$ cat config.mk
export PLATFORM = sky130hd
export DESIGN_NAME = dir_access_arbiter
export DESIGN_NICKNAME = d
export VERILOG_FILES = /design/src/rtl/dir_access_arbiter_pkg.sv /design/src/rtl/dir_access_arbiter_rr_arbiter_2.sv /design/src/rtl/dir_access_arbiter.sv
export SDC_FILE = /design/constraint.sdc
export NUM_CORES = 1
export LEC_CHECK = 0
export CAP_MARGIN = 30
export CORE_AREA = 2 2 119 121
export CTS_BUF_LIST = sky130_fd_sc_hd__clkbuf_4 sky130_fd_sc_hd__clkbuf_8
export CTS_CLUSTER_DIAMETER = 50
export DETAILED_ROUTE_END_ITERATION = 6
export DIE_AREA = 0 0 121 123
export GPL_ROUTABILITY_DRIVEN = 0
export GPL_TIMING_DRIVEN = 0
export PLACE_DENSITY = 0.77
export SLEW_MARGIN = 5
export SYNTH_ARGS = -nofsm -noshare
export SYNTH_HDL_FRONTEND = slang
export SYNTH_SLANG_ARGS = --single-unit
$ cat constraint.sdc
create_clock -name clk -period 2.3 [get_ports clk]
set_clock_uncertainty 0.1 [all_clocks]
set_input_delay 0.69 -clock clk [delete_from_list [all_inputs] [get_ports clk]]
set_output_delay 0.69 -clock clk [all_outputs]
set_load 0.02 [all_outputs]
$ cat src/rtl/dir_access_arbiter_pkg.sv
// Shared encodings for the coherence-directory access arbiter: directory
// state codes, arbiter FSM state codes, the directory entry layout and a
// small requester-index helper.
package dir_access_arbiter_pkg;

  localparam int unsigned ADDR_W = 64;

  // Directory line states as stored in the single-ported directory.
  localparam logic [2:0] DIR_STATE_I = 3'b000;
  localparam logic [2:0] DIR_STATE_S = 3'b001;
  localparam logic [2:0] DIR_STATE_E = 3'b010;
  localparam logic [2:0] DIR_STATE_M = 3'b011;
  localparam logic [2:0] DIR_STATE_O = 3'b100;

  // Arbiter sequencer states; kept as plain constants so older blocks that
  // decode the state bus keep working.
  localparam logic [2:0] ARB_IDLE     = 3'd0;
  localparam logic [2:0] ARB_LOOKUP   = 3'd1;
  localparam logic [2:0] ARB_RESP     = 3'd2;
  localparam logic [2:0] ARB_WAIT_UPD = 3'd3;
  localparam logic [2:0] ARB_UPDATE   = 3'd4;

  // One directory entry as seen on the lookup and update ports.
  typedef struct packed {
    logic [2:0] state;
    logic [1:0] presence;
    logic [1:0] tip;
  } dir_entry_t;

  // Requester index to one-hot requester vector.
  function automatic logic [1:0] req_onehot(input logic idx);
    return idx ? 2'b10 : 2'b01;
  endfunction

endpackage

$ cat src/rtl/dir_access_arbiter_rr_arbiter_2.sv
// rr_arbiter_2: two-input round-robin picker. Purely combinational; the
// pointer names the requester that wins when both are asking.
module dir_access_arbiter_rr_arbiter_2 (
  input  logic [1:0] req,
  input  logic       ptr,
  output logic [1:0] grant
);

  // Single requester always wins; a tie goes to the pointed-at requester.
  always_comb begin
    grant = 2'b00;
    case (req)
      2'b01:   grant = 2'b01;
      2'b10:   grant = 2'b10;
      2'b11:   grant = ptr ? 2'b10 : 2'b01;
      default: grant = 2'b00;
    endcase
  end

endmodule

$ cat src/rtl/dir_access_arbiter.sv
// dir_access_arbiter: serialises atomic lookup/update transactions from two
// L1 channel handlers onto the single-ported coherence directory. Only one
// transaction is open at a time, so an entry cannot change between a
// requester's lookup and its update.
//
// Optional feature: define DIR_ARB_TIMEOUT_EN to enable the WAIT_UPD
// watchdog (TIMEOUT_CYCLES is used only in that build). Without it the
// arbiter waits for the owner's update indefinitely and
// timeout_err/timeout_owner are tied low.
module dir_access_arbiter
  import dir_access_arbiter_pkg::*;
#(
  parameter logic [7:0] TIMEOUT_CYCLES = 8'd255
)
(
  input  logic         clk,
  input  logic         rst_n,
  // Requester address handshake
  input  logic [1:0]   req_valid,
  input  logic [127:0] req_addr,
  output logic [1:0]   req_ready,
  // Lookup result back to the owner
  output logic [1:0]   rsp_valid,
  output logic [2:0]   rsp_state,
  output logic [1:0]   rsp_presence,
  output logic [1:0]   rsp_tip,
  // Update / close from the owner
  input  logic [1:0]   upd_valid,
  input  logic [1:0]   upd_write,
  input  logic [5:0]   upd_state,
  input  logic [3:0]   upd_presence,
  input  logic [3:0]   upd_tip,
  output logic [1:0]   upd_ready,
  // Directory lookup port
  output logic         dir_lookup_req,
  output logic [63:0]  dir_lookup_addr,
  input  logic [2:0]   dir_lookup_state,
  input  logic [1:0]   dir_lookup_presence,
  input  logic [1:0]   dir_lookup_tip,
  // Directory update port
  output logic         dir_update_req,
  output logic [63:0]  dir_update_addr,
  output logic [2:0]   dir_update_state,
  output logic [1:0]   dir_update_presence,
  output logic [1:0]   dir_update_tip,
  input  logic         dir_update_done,
  // Watchdog
  output logic         timeout_err,
  output logic         timeout_owner
);

  logic [2:0]        state_q, state_d;
  logic              owner_q, owner_d;
  logic              rr_ptr_q, rr_ptr_d;
  logic [ADDR_W-1:0] addr_q, addr_d;
  dir_entry_t        rsp_q, rsp_d;
  dir_entry_t        upd_q, upd_d;
  logic [1:0]        grant;
  logic              wd_expire;

  dir_access_arbiter_rr_arbiter_2 u_rr (
    .req   (req_valid),
    .ptr   (rr_ptr_q),
    .grant (grant)
  );

  // Transaction sequencer: next state, latches and round-robin pointer.
  always_comb begin
    state_d  = state_q;
    owner_d  = owner_q;
    rr_ptr_d = rr_ptr_q;
    addr_d   = addr_q;
    rsp_d    = rsp_q;
    upd_d    = upd_q;
    case (state_q)
      ARB_IDLE: begin
        // grant is non-zero exactly when some req_valid bit is set, and the
        // granted bit is driven on req_ready, so this is the handshake.
        if (grant != 2'b00) begin
          owner_d = grant[1];
          addr_d  = req_addr[{grant[1], 6'd0} +: ADDR_W];
          state_d = ARB_LOOKUP;
        end
      end
      ARB_LOOKUP: begin
        rsp_d.state    = dir_lookup_state;
        rsp_d.presence = dir_lookup_presence;
        rsp_d.tip      = dir_lookup_tip;
        state_d        = ARB_RESP;
      end
      ARB_RESP: begin
        state_d = ARB_WAIT_UPD;
      end
      ARB_WAIT_UPD: begin
        if (upd_valid[owner_q]) begin
          if (upd_write[owner_q]) begin
            upd_d.state    = owner_q ? upd_state[5:3]    : upd_state[2:0];
            upd_d.presence = owner_q ? upd_presence[3:2] : upd_presence[1:0];
            upd_d.tip      = owner_q ? upd_tip[3:2]      : upd_tip[1:0];
            state_d        = ARB_UPDATE;
          end else begin
            state_d  = ARB_IDLE;
            rr_ptr_d = ~owner_q;
          end
        end else if (wd_expire) begin
          state_d  = ARB_IDLE;
          rr_ptr_d = ~owner_q;
        end
      end
      ARB_UPDATE: begin
        if (dir_update_done) begin
          state_d  = ARB_IDLE;
          rr_ptr_d = ~owner_q;
        end
      end
      default: begin
        state_d = ARB_IDLE;
      end
    endcase
  end

  // Sequencer state; reset drops any open transaction without writing.
  always_ff @(posedge clk or negedge rst_n) begin
    if (!rst_n) begin
      state_q  <= ARB_IDLE;
      owner_q  <= 1'b0;
      rr_ptr_q <= 1'b0;
      addr_q   <= '0;
      rsp_q    <= '0;
      upd_q    <= '0;
    end else begin
      state_q  <= state_d;
      owner_q  <= owner_d;
      rr_ptr_q <= rr_ptr_d;
      addr_q   <= addr_d;
      rsp_q    <= rsp_d;
      upd_q    <= upd_d;
    end
  end

`ifdef DIR_ARB_TIMEOUT_EN
  logic [7:0] wd_cnt_q, wd_cnt_d;
  logic       timeout_err_q;
  logic       timeout_owner_q, timeout_owner_d;

  // Watchdog: counter holds the number of completed WAIT_UPD cycles; the
  // wait expires when the TIMEOUT_CYCLES-th cycle ends with no update.
  always_comb begin
    wd_cnt_d        = wd_cnt_q;
    timeout_owner_d = timeout_owner_q;
    wd_expire       = (state_q == ARB_WAIT_UPD) && !upd_valid[owner_q] &&
                      (wd_cnt_q == TIMEOUT_CYCLES - 8'd1);
    if (state_q == ARB_RESP) begin
      wd_cnt_d = 8'd0;
    end else if (state_q == ARB_WAIT_UPD) begin
      wd_cnt_d = wd_cnt_q + 8'd1;
    end
    if (wd_expire) begin
      timeout_owner_d = owner_q;
    end
  end

  // Watchdog registers; timeout_err is a registered one-cycle pulse.
  always_ff @(posedge clk or negedge rst_n) begin
    if (!rst_n) begin
      wd_cnt_q        <= 8'd0;
      timeout_err_q   <= 1'b0;
      timeout_owner_q <= 1'b0;
    end else begin
      wd_cnt_q        <= wd_cnt_d;
      timeout_err_q   <= wd_expire;
      timeout_owner_q <= timeout_owner_d;
    end
  end

  assign timeout_err   = timeout_err_q;
  assign timeout_owner = timeout_owner_q;
`else
  assign wd_expire     = 1'b0;
  assign timeout_err   = 1'b0;
  assign timeout_owner = 1'b0;
`endif

  // Outputs decoded from registered state; req_ready is the only
  // combinational path and is gated by reset so it reads 0 while held.
  always_comb begin
    req_ready = ((state_q == ARB_IDLE) && rst_n) ? grant : 2'b00;
    rsp_valid = (state_q == ARB_RESP) ? req_onehot(owner_q) : 2'b00;
    upd_ready = (state_q == ARB_WAIT_UPD) ? req_onehot(owner_q) : 2'b00;
  end

  assign rsp_state           = rsp_q.state;
  assign rsp_presence        = rsp_q.presence;
  assign rsp_tip             = rsp_q.tip;
  assign dir_lookup_req      = (state_q == ARB_LOOKUP);
  assign dir_lookup_addr     = addr_q;
  assign dir_update_req      = (state_q == ARB_UPDATE);
  assign dir_update_addr     = addr_q;
  assign dir_update_state    = upd_q.state;
  assign dir_update_presence = upd_q.presence;
  assign dir_update_tip      = upd_q.tip;

endmodule
==> metrics.txt, run 1 <==
Cell variety after synth 28; clk sinks 83; Remaining Overflow, GRT 0; Initial DRC Count 130; fin crit share 98.29%; IO Pins 310; n_diodes 0; Hold Path Class input port to asynchronous set/reset pin; Die H 123 µm; Vias per Instance roughly 4.5; hold slack around 0.067 ns; CP required 1.51 ns; Comb pwr share 64.8%; P_int 6674 µW; Initial Utilization 34.17%; Flop pwr share 25.1%; fin. max-slew vios 0; clock slew at reported path FFs 0.08 ns; Crit Path Class flop to primary output; die width roughly 120 µm; most instantiated cells after synthesis 83 x dfrtp_1, 78 x nor2_1, 73 x mux2i_1; Fin. Hold Viols 0; initial antenna violation count 0; VDD IR max 685.3 µV; # Max-Cap Violations 0; switching share of power 41.13%; Vias 4,260; clock root cell clkbuf_8; Post-DRT Antenna Nets 0; flops & latches, synth 83; dpl cells 920; minimum clock period 2.261 ns; First-pass DRT Iterations 4; Mapped Area around 0.0047 mm²; Ys Warns 0; worst skew pair latency 0.36 ns; Max FO, Critical Path 3; Hold Buf Count CTS 0; sequential share of the synthesized area 44.66%; vias in the first global route 4,414; fin cells 937; IO buf count 307; DR WL/cell 16.15 µm; # setup viols final 0; Worst setup EP type primary output; cts bufs inserted 9; top-area cell type share of the netlist area around 45%; FP Rows 43; Die Footprint 0.01488 mm²; Syn Area/Cell 10.79 µm²; cell area power density about 1400 mW/mm²; CTS tree done; Reg2Reg Launch Point rr_ptr_q; RSZ-0062 raised after global routing true; Leak 0.003779 µW; DP HPWL 12.22 mm; crit path launch dir_lookup_addr[8]; most frequent cell after synthesis dfrtp_1; post-route core utilization between 60% and 70%; Post-synth EDFFs 0; layout cell share with drive strength beyond 1 between 20 and 30%; drc violations 0; achievable frequency 0.4424 GHz; Clock power frac 10.1%; CP Data Arrival Time approximately 1.5 ns; Synth-to-Final Area Change 78.75%; Tot GR Track Use 20.02%; CTS Buffer Depth 2; Syn Inst Count 431; nets@finish 910; Critical Path Source Type flop; largest area contributor in the netlist dfrtp_1; ys async rst share between 90% and 100%; status finished, final reports clean; H-tree levels 3; dominant synthesized flop cell dfrtp_1; Post-Route WL approximately 15 mm; largest net degree at the start of global routing 46; first-pass GRT wire length 23.02 mm; synth top area cells dfrtp_1 45%, mux2i_1 16%, buf_4 11%, a21oi_2 9.4%, nor2_1 6.3%; fillcell total 1,120; CORE AREA 0.01361 mm²; NetSw 4664 µW
## what timing repair did
action / 4_1_cts / 5_1_grt
endpoints found under the setup margin: 49 / 31
buffers inserted: 3 / 0
pin swaps: 2 / 1
resized for setup: 66 / 34
endpoints found under the hold margin: 0 / 0
## layout make-up
type                       instances  area, µm²  share of cell area (%)
sequential                        83       2081                   25.03
tap                              180      225.2                   2.709
multi-input combinational        253       1873                   22.53
inverter                           4      15.01                  0.1806
buffer                            90      749.5                   9.016
clock inverter                     1      30.03                  0.3612
timing repair buffer             311       3152                   37.91
clock buffer                      15      187.7                   2.258
## through the flow
step	cell area [µm²]	power, µW	setup TNS, ns	worst slack [ns]
finish	8313	11340	0	0.03940
global route	8313	12010	-0.05852	-0.02158
CTS	8257	11510	-0.07493	-0.07493
detailed placement	7978	10330	-23.11	-1.257
global placement	7953	10170	-236.27	-3.753
floorplan	4654	6933	0	0.01027
## cell usage in the layout (no fill, tap or decap), drive strengths merged, types with 3 or more instances in the layout
cell type,Yosys,layout
a21oi,72,72
nand3b,3,3
clkbuf,0,17
buf,92,102
clkdlybuf4s50,0,263
mux2,8,8
nor2,79,79
dlymetal6s2s,0,25
dlygate4sd2,0,8
mux2i,73,73
inv,4,4
dfrtp,83,83
## routing by layer
metal / track usage (%) / routed length (µm) / share of wire, % / vias up
met4: 7.703 / 340 / 2.2 / 0
met1: 22.05 / 5670 / 37 / 2009
met3: 5.535 / 1198 / 7.9 / 23
met2: 36.59 / 7928 / 52 / 200
li1: - / - / - / 2028
met5: 0 / 0 / 0 / -
## cell families (layout without fill, tap and decap cells)
logic type / Yosys count / count (layout) / share of synthesized area [%]
muxes: 81 / 81 / 17.65
other: 1 / 2 / 0.08063
and+or+nand+nor: 92 / 92 / 8.636
buffers and inverters: 96 / 421 / 16.12
AOI/OAI and AO/OA: 78 / 78 / 12.86
DFF: 83 / 83 / 44.66
## worst max-delay path, stage by stage (launching register included)
cell and delay [ns]:
dfrtp_1 0.39, buf_4 0.12, clkdlybuf4s50_1 0.60
## sequential cells by signal, indices dropped and copies added, names as in the netlist
signal               flops
dir_update_tip           2
state_q                  3
dir_lookup_addr         64
rsp_state                3
rsp_presence             2
dir_update_presence      2
rr_ptr_q                 1
dir_update_state         3
owner_q                  1
rsp_tip                  2
## power groups by stage
stage                     clock, µW  combinational (µW)  sequential [µW]
final                          1150                7350             2840
after global routing           1250                7810             2950
after CTS                      1190                7480             2850
after detailed placement          0                7510             2820
after global placement            0                7400             2780
after floorplan                   0                3430             3510
## worst paths after layout
kind,depth (start not counted),end,slack (ns)
max in group asynchronous,2,dir_lookup_addr[29],1.54
worst min-delay path,1,dir_lookup_addr[59],0.07
min in group clk,1,rsp_state[1],0.41
worst max-delay path,2,dir_update_addr[8],0.04
worst min register to register,1,rsp_state[1],0.41
worst max register to register,6,dir_lookup_addr[3],0.41
Note: power is estimated with default switching activity, not from simulation.
==> run 2: changes to the inputs <==
--- a/config.mk
+++ b/config.mk
@@ -14,6 +14,8 @@
 export GPL_ROUTABILITY_DRIVEN = 0
 export GPL_TIMING_DRIVEN = 0
 export PLACE_DENSITY = 0.77
+export SETUP_SLACK_MARGIN = 0.1
+export SKIP_LAST_GASP = 1
 export SLEW_MARGIN = 5
 export SYNTH_ARGS = -nofsm -noshare
 export SYNTH_HDL_FRONTEND = slang
==> metrics.txt, run 2 (synthesized netlist as in run 1, its figures left out) <==
Area after DPL 0.007983 mm² (about the same); layout cell share with drive strength beyond 1 26.75% (+1.1 points); CP Data Arrival Time 1.52 ns (+0.05 ns); FP Rows 43 (unchanged); first-pass GRT wire length 23.07 mm (+0.21%); Vias 4,284 (+0.56%); VDD IR max 568.9 µV (-17%); clock root cell clkbuf_8; achievable frequency 0.4321 GHz (-2.3%); fin crit share 100.6% (+2.3 points); Initial Utilization 34.17% (unchanged); Crit Path Class flop to primary output; First-pass DRT Iterations 4 (unchanged); Critical Path Source Type flop; max FFs per register 64 (unchanged); fin cells 950 (+1.4%); minimum clock period 2.314 ns (+0.05355 ns); drc violations 0 (unchanged); Die Footprint 0.01488 mm² (unchanged); status finished, violations left; n_diodes 0 (unchanged); Post-DRT Antenna Nets 0 (unchanged); Final Instance Area 0.008325 mm² (+0.15%); nets@finish 923 (+1.4%); CTS Buffer Depth 2 (unchanged); # setup viols final 2 (+2); cell area power density 1321 mW/mm² (-3.2%); Synth-to-Final Area Change 79.02%; IO Pins 310 (unchanged); Die H 123 µm (unchanged); commonest non-fill, non-tap cell in the layout clkdlybuf4s50_1; DP HPWL 12.11 mm (-0.95%); Post-Route WL 15.52 mm (+2.5%); Hold Path Class input port to asynchronous set/reset pin; hold slack 0.05055 ns (-0.01654 ns); Leak 0.003896 µW (+3.1%); cts bufs inserted 9 (unchanged); worst skew pair latency 0.36 ns (about the same); initial antenna violation count 0 (unchanged); highest-count cells in the layout ignoring fill and taps 173 x clkdlybuf4s50_1, 97 x dlygate4sd2_1, 84 x buf_4; die width 121 µm (unchanged); IO buf count 307 (unchanged); CP required 1.51 ns (about the same); Initial DRC Count 112 (-14%); largest net degree at the start of global routing 47 (+2.2%); Vias per Instance 4.509 (-0.81%); Tot GR Track Use 20.05% (+0.024 points); Worst setup EP type primary output; vias in the first global route 4,296 (-2.7%); H-tree levels 3 (unchanged); # Max-Cap Violations 0 (unchanged); failing checks setup timing; fin. max-slew vios 0 (unchanged); Fin. Hold Viols 0 (unchanged); clk sinks 83 (unchanged); CORE AREA 0.01361 mm² (unchanged); CTS tree done; DR WL/cell 16.34 µm (+1.1%); Place WS -1.172 ns (+0.08498 ns); Remaining Overflow, GRT 0 (unchanged); Max FO, Critical Path 6 (+3); dpl cells 920 (unchanged); clock slew at reported path FFs 0.08 ns (about the same); setup ws final -0.01415 ns (-0.05355 ns); RSZ-0062 raised after global routing true
run 2: cell count changes in the layout (fill, tap and decap cells not counted), sizes merged:
cell,delta
bufinv,+1
clkdlybuf4s15,-1
dlymetal6s2s,+1
clkinvlp,+1
clkbuf,-3
dlygate4sd2,+89
buf,+14
clkdlybuf4s50,-90
clkinv,+1
run 2: power breakdown:
part / internal [µW] / switching [µW]
combinational: 3410 / 3580
sequential: 2190 / 603
clock: 681 / 540
run 2: per-stage QoR:
stage | power, µW | util [%] | TNS, ns
floorplan | 6936 | - | 0
global placement | 10170 | 58.46 | -239.16
detailed placement | 10340 | 58.65 | -23.92
CTS | 11070 | 60.26 | -0.08973
global route | 11640 | 61.16 | -0.2752
finish | 11000 | 61.16 | -0.01697
run 2: per-layer routing:
metal	up-vias	GRT usage (%)	routed length, µm
li1	2053	-	-
met2	173	36.55	8053
met4	0	7.195	274
met1	2037	23.03	6114
met3	21	4.474	1077
met5	-	0	0
run 2: area by class of cell:
class | instances | area, µm²
sequential | 83 | 2078
fill | 1156 | 5286
buffer | 92 | 772.0
tap | 180 | 225.2
clock inverter | 4 | 72.57
clock buffer | 12 | 158.9
multi-input combinational | 253 | 1874
timing repair buffer | 322 | 3129
inverter | 4 | 15.01
run 2: timing repair:
| item | in CTS | in global routing |
|---|---|---|
| pin swaps | 4 | 4 |
| setup endpoints to repair | 143 | 33 |
| buffers inserted | 7 | 7 |
| resized for setup | 164 | 32 |
| hold endpoints to repair | 0 | 0 |
| hold buffers | 0 | 0 |
run 2: worst paths after layout:
check	start	endpoint	slack [ns]	depth (start not counted)
setup / recovery	state_q[1]	rsp_valid[0]	-0.01	4
hold / removal	rst_n	dir_update_tip[0]	0.05	1
setup reg to reg	rr_ptr_q	dir_lookup_addr[59]	0.29	7
hold reg to reg	rsp_state[0]	rsp_state[0]	0.42	1
max in group asynchronous	rst_n	dir_lookup_addr[3]	1.54	2
min in group clk	rsp_state[0]	rsp_state[0]	0.42	1
run 2: critical path, stage by stage (launching register included):
cell     delay, ns
dfrtp_1       0.35
buf_6         0.13
inv_1         0.08
nor4_1        0.37
buf_2         0.24
==> run 3: changes to the inputs <==
==> constraint.sdc (replaced) <==
create_clock -name clk -period 2.6 [get_ports clk]
set_clock_uncertainty 0.1 [all_clocks]
set_input_delay 0.78 -clock clk [delete_from_list [all_inputs] [get_ports clk]]
set_output_delay 0.78 -clock clk [all_outputs]
set_load 0.02 [all_outputs]
==> metrics.txt, run 3 (synthesized netlist as in run 1, its figures left out) <==
Synth-to-Final Area Change 78.18%; Worst path top cell family by delay buffers and inverters; highest-count cells in the layout ignoring fill and taps 296 x clkdlybuf4s50_1, 82 x dfrtp_1, 77 x nor2_1; Die H 123 µm (unchanged); Worst setup EP type primary output; achievable frequency 0.3951 GHz; RSZ-0062 raised after global routing true; clock slew at reported path FFs 0.08 ns (about the same); fin. max-slew vios 0 (unchanged); die width 121 µm (unchanged); # setup viols final 0 (-2); Post-DRT Antenna Nets 0 (unchanged); FP Rows 43 (unchanged); DP HPWL 12.22 mm (+0.96%); CORE AREA 0.01361 mm² (unchanged); Leak 0.003635 µW (-6.7%); IO Pins 310 (unchanged); first-pass GRT wire length 22.99 mm (-0.33%); minimum clock period 2.531 ns; Max FO, Critical Path 3 (-3); cts bufs inserted 9 (unchanged); fillcell total 1,119 (-3.2%); Die Footprint 0.01488 mm² (unchanged); Hold Buf Count CTS 0 (unchanged); Hold Path Class input port to asynchronous set/reset pin; crit-path max cell delay 0.30 ns (-0.07 ns); fin cells 940 (-1.1%); IO buf count 307 (unchanged); Tot GR Track Use 20.00% (-0.044 points); FF+latch area 0.002078 mm² (unchanged); DR WL/cell 16.13 µm (-1.3%); Multi-input gate area 0.001856 mm² (-1.0%); status finished, final reports clean; max FFs per register 64 (unchanged); cell area power density 1221 mW/mm² (-7.5%); Vias per Instance 4.538 (+0.64%); buffers and inverters on the worst path 4 (+1); Post-Route WL 15.16 mm (-2.3%); VDD IR max 616.4 µV (+8.3%); CTS tree done; R2R depth 6 (-1); n_diodes 0 (unchanged); clock root cell clkbuf_8; dpl cells 920 (unchanged); Critical Path Source Type input port; drc violations 0 (unchanged); Remaining Overflow, GRT 0 (unchanged); Initial Utilization 34.17% (unchanged); Initial DRC Count 127 (+13%); initial antenna violation count 0 (unchanged); # Max-Cap Violations 0 (unchanged); R2R Path End dir_lookup_addr[3]; largest net degree at the start of global routing 46 (-2.1%); FF-to-FF setup slack 0.71 ns (+0.42 ns); worst skew pair latency 0.36 ns (about the same); vias in the first global route 4,397 (+2.4%); layout cell share with drive strength beyond 1 24.87% (-1.9 points); Fin. Hold Viols 0 (unchanged); fin crit share 97.35%; hold slack 0.1173 ns (+0.06675 ns); critical path's slowest cell dlygate4sd2_1; Crit Path Class input port to primary output; CP Data Arrival Time 1.65 ns (+0.13 ns); First-pass DRT Iterations 4 (unchanged); Vias 4,266 (-0.42%); CTS Buffer Depth 2 (unchanged); nets@finish 913 (-1.1%); Reg2Reg Launch Point rr_ptr_q; CP required 1.72 ns (+0.21 ns); critical path cell sequence dlygate4sd2_1 > o21ai_4 > buf_6 > buf_12 > nor2_1 > buf_4; H-tree levels 3 (unchanged); commonest non-fill, non-tap cell in the layout clkdlybuf4s50_1; clk sinks 83 (unchanged)
run 3: layout make-up:
type                       instances  share of cell area (%)
buffer                            92                   9.165
clock buffer                      15                   2.265
clock inverter                     1                  0.3624
inverter                           4                  0.1812
multi-input combinational        253                   22.39
sequential                        83                   25.08
tap                              180                   2.718
timing repair buffer             312                   37.84
run 3: routing by layer:
metal	track usage, %	wire, µm	share of wire [%]	up-vias
met4	7.703	342	2.3	0
li1	-	-	-	2038
met2	36.45	7948	52	189
met3	5.535	1179	7.8	23
met5	0	0	0	-
met1	22.11	5691	38	2016
run 3: worst max path at each step:
stage / start / endpoint / slack (ns) / cells after the start
2_1_floorplan: req_valid[0] / req_ready[1] / 0.13 / 5
3_3_place_gp: rst_n / req_ready[0] / -3.63 / 4
3_5_place_dp: req_valid[0] / req_ready[1] / -1.14 / 7
4_1_cts: req_valid[0] / req_ready[1] / 0.04 / 7
5_1_grt: req_valid[1] / req_ready[1] / 0.01 / 6
6_report: req_valid[1] / req_ready[1] / 0.07 / 6
run 3: per-stage QoR:
stage | power [µW] | setup WS (ns) | utilization, % | setup TNS [ns] | instance area, µm²
floorplan | 6133 | 0.1303 | - | 0 | 4654
global placement | 8997 | -3.633 | 58.42 | -206.08 | 7953
detailed placement | 9138 | -1.137 | 58.61 | -10.53 | 7978
CTS | 10220 | 0.04424 | 60.69 | 0 | 8260
global route | 10710 | 0.01434 | 60.88 | 0 | 8287
finish | 10120 | 0.06896 | 60.88 | 0 | 8287
run 3: worst reg2reg max path: stages (launching register included):
cell and delay (ns):
dfrtp_1 0.43, o21ai_4 0.18, buf_6 0.14, buf_4 0.19, buf_2 0.33, mux2i_1 0.32, a21oi_2 0.09
run 3: repair_timing:
action	4_1_cts	5_1_grt
resized for setup	42	8
cloned	0	1
setup endpoints to repair	8	4
setup buffers	3	0
pin swaps	1	2
run 3: power by group:
group	internal, µW	switching (µW)	total, µW
registers	1940	531	2470
clock network	556	459	1020
logic	3500	3140	6630
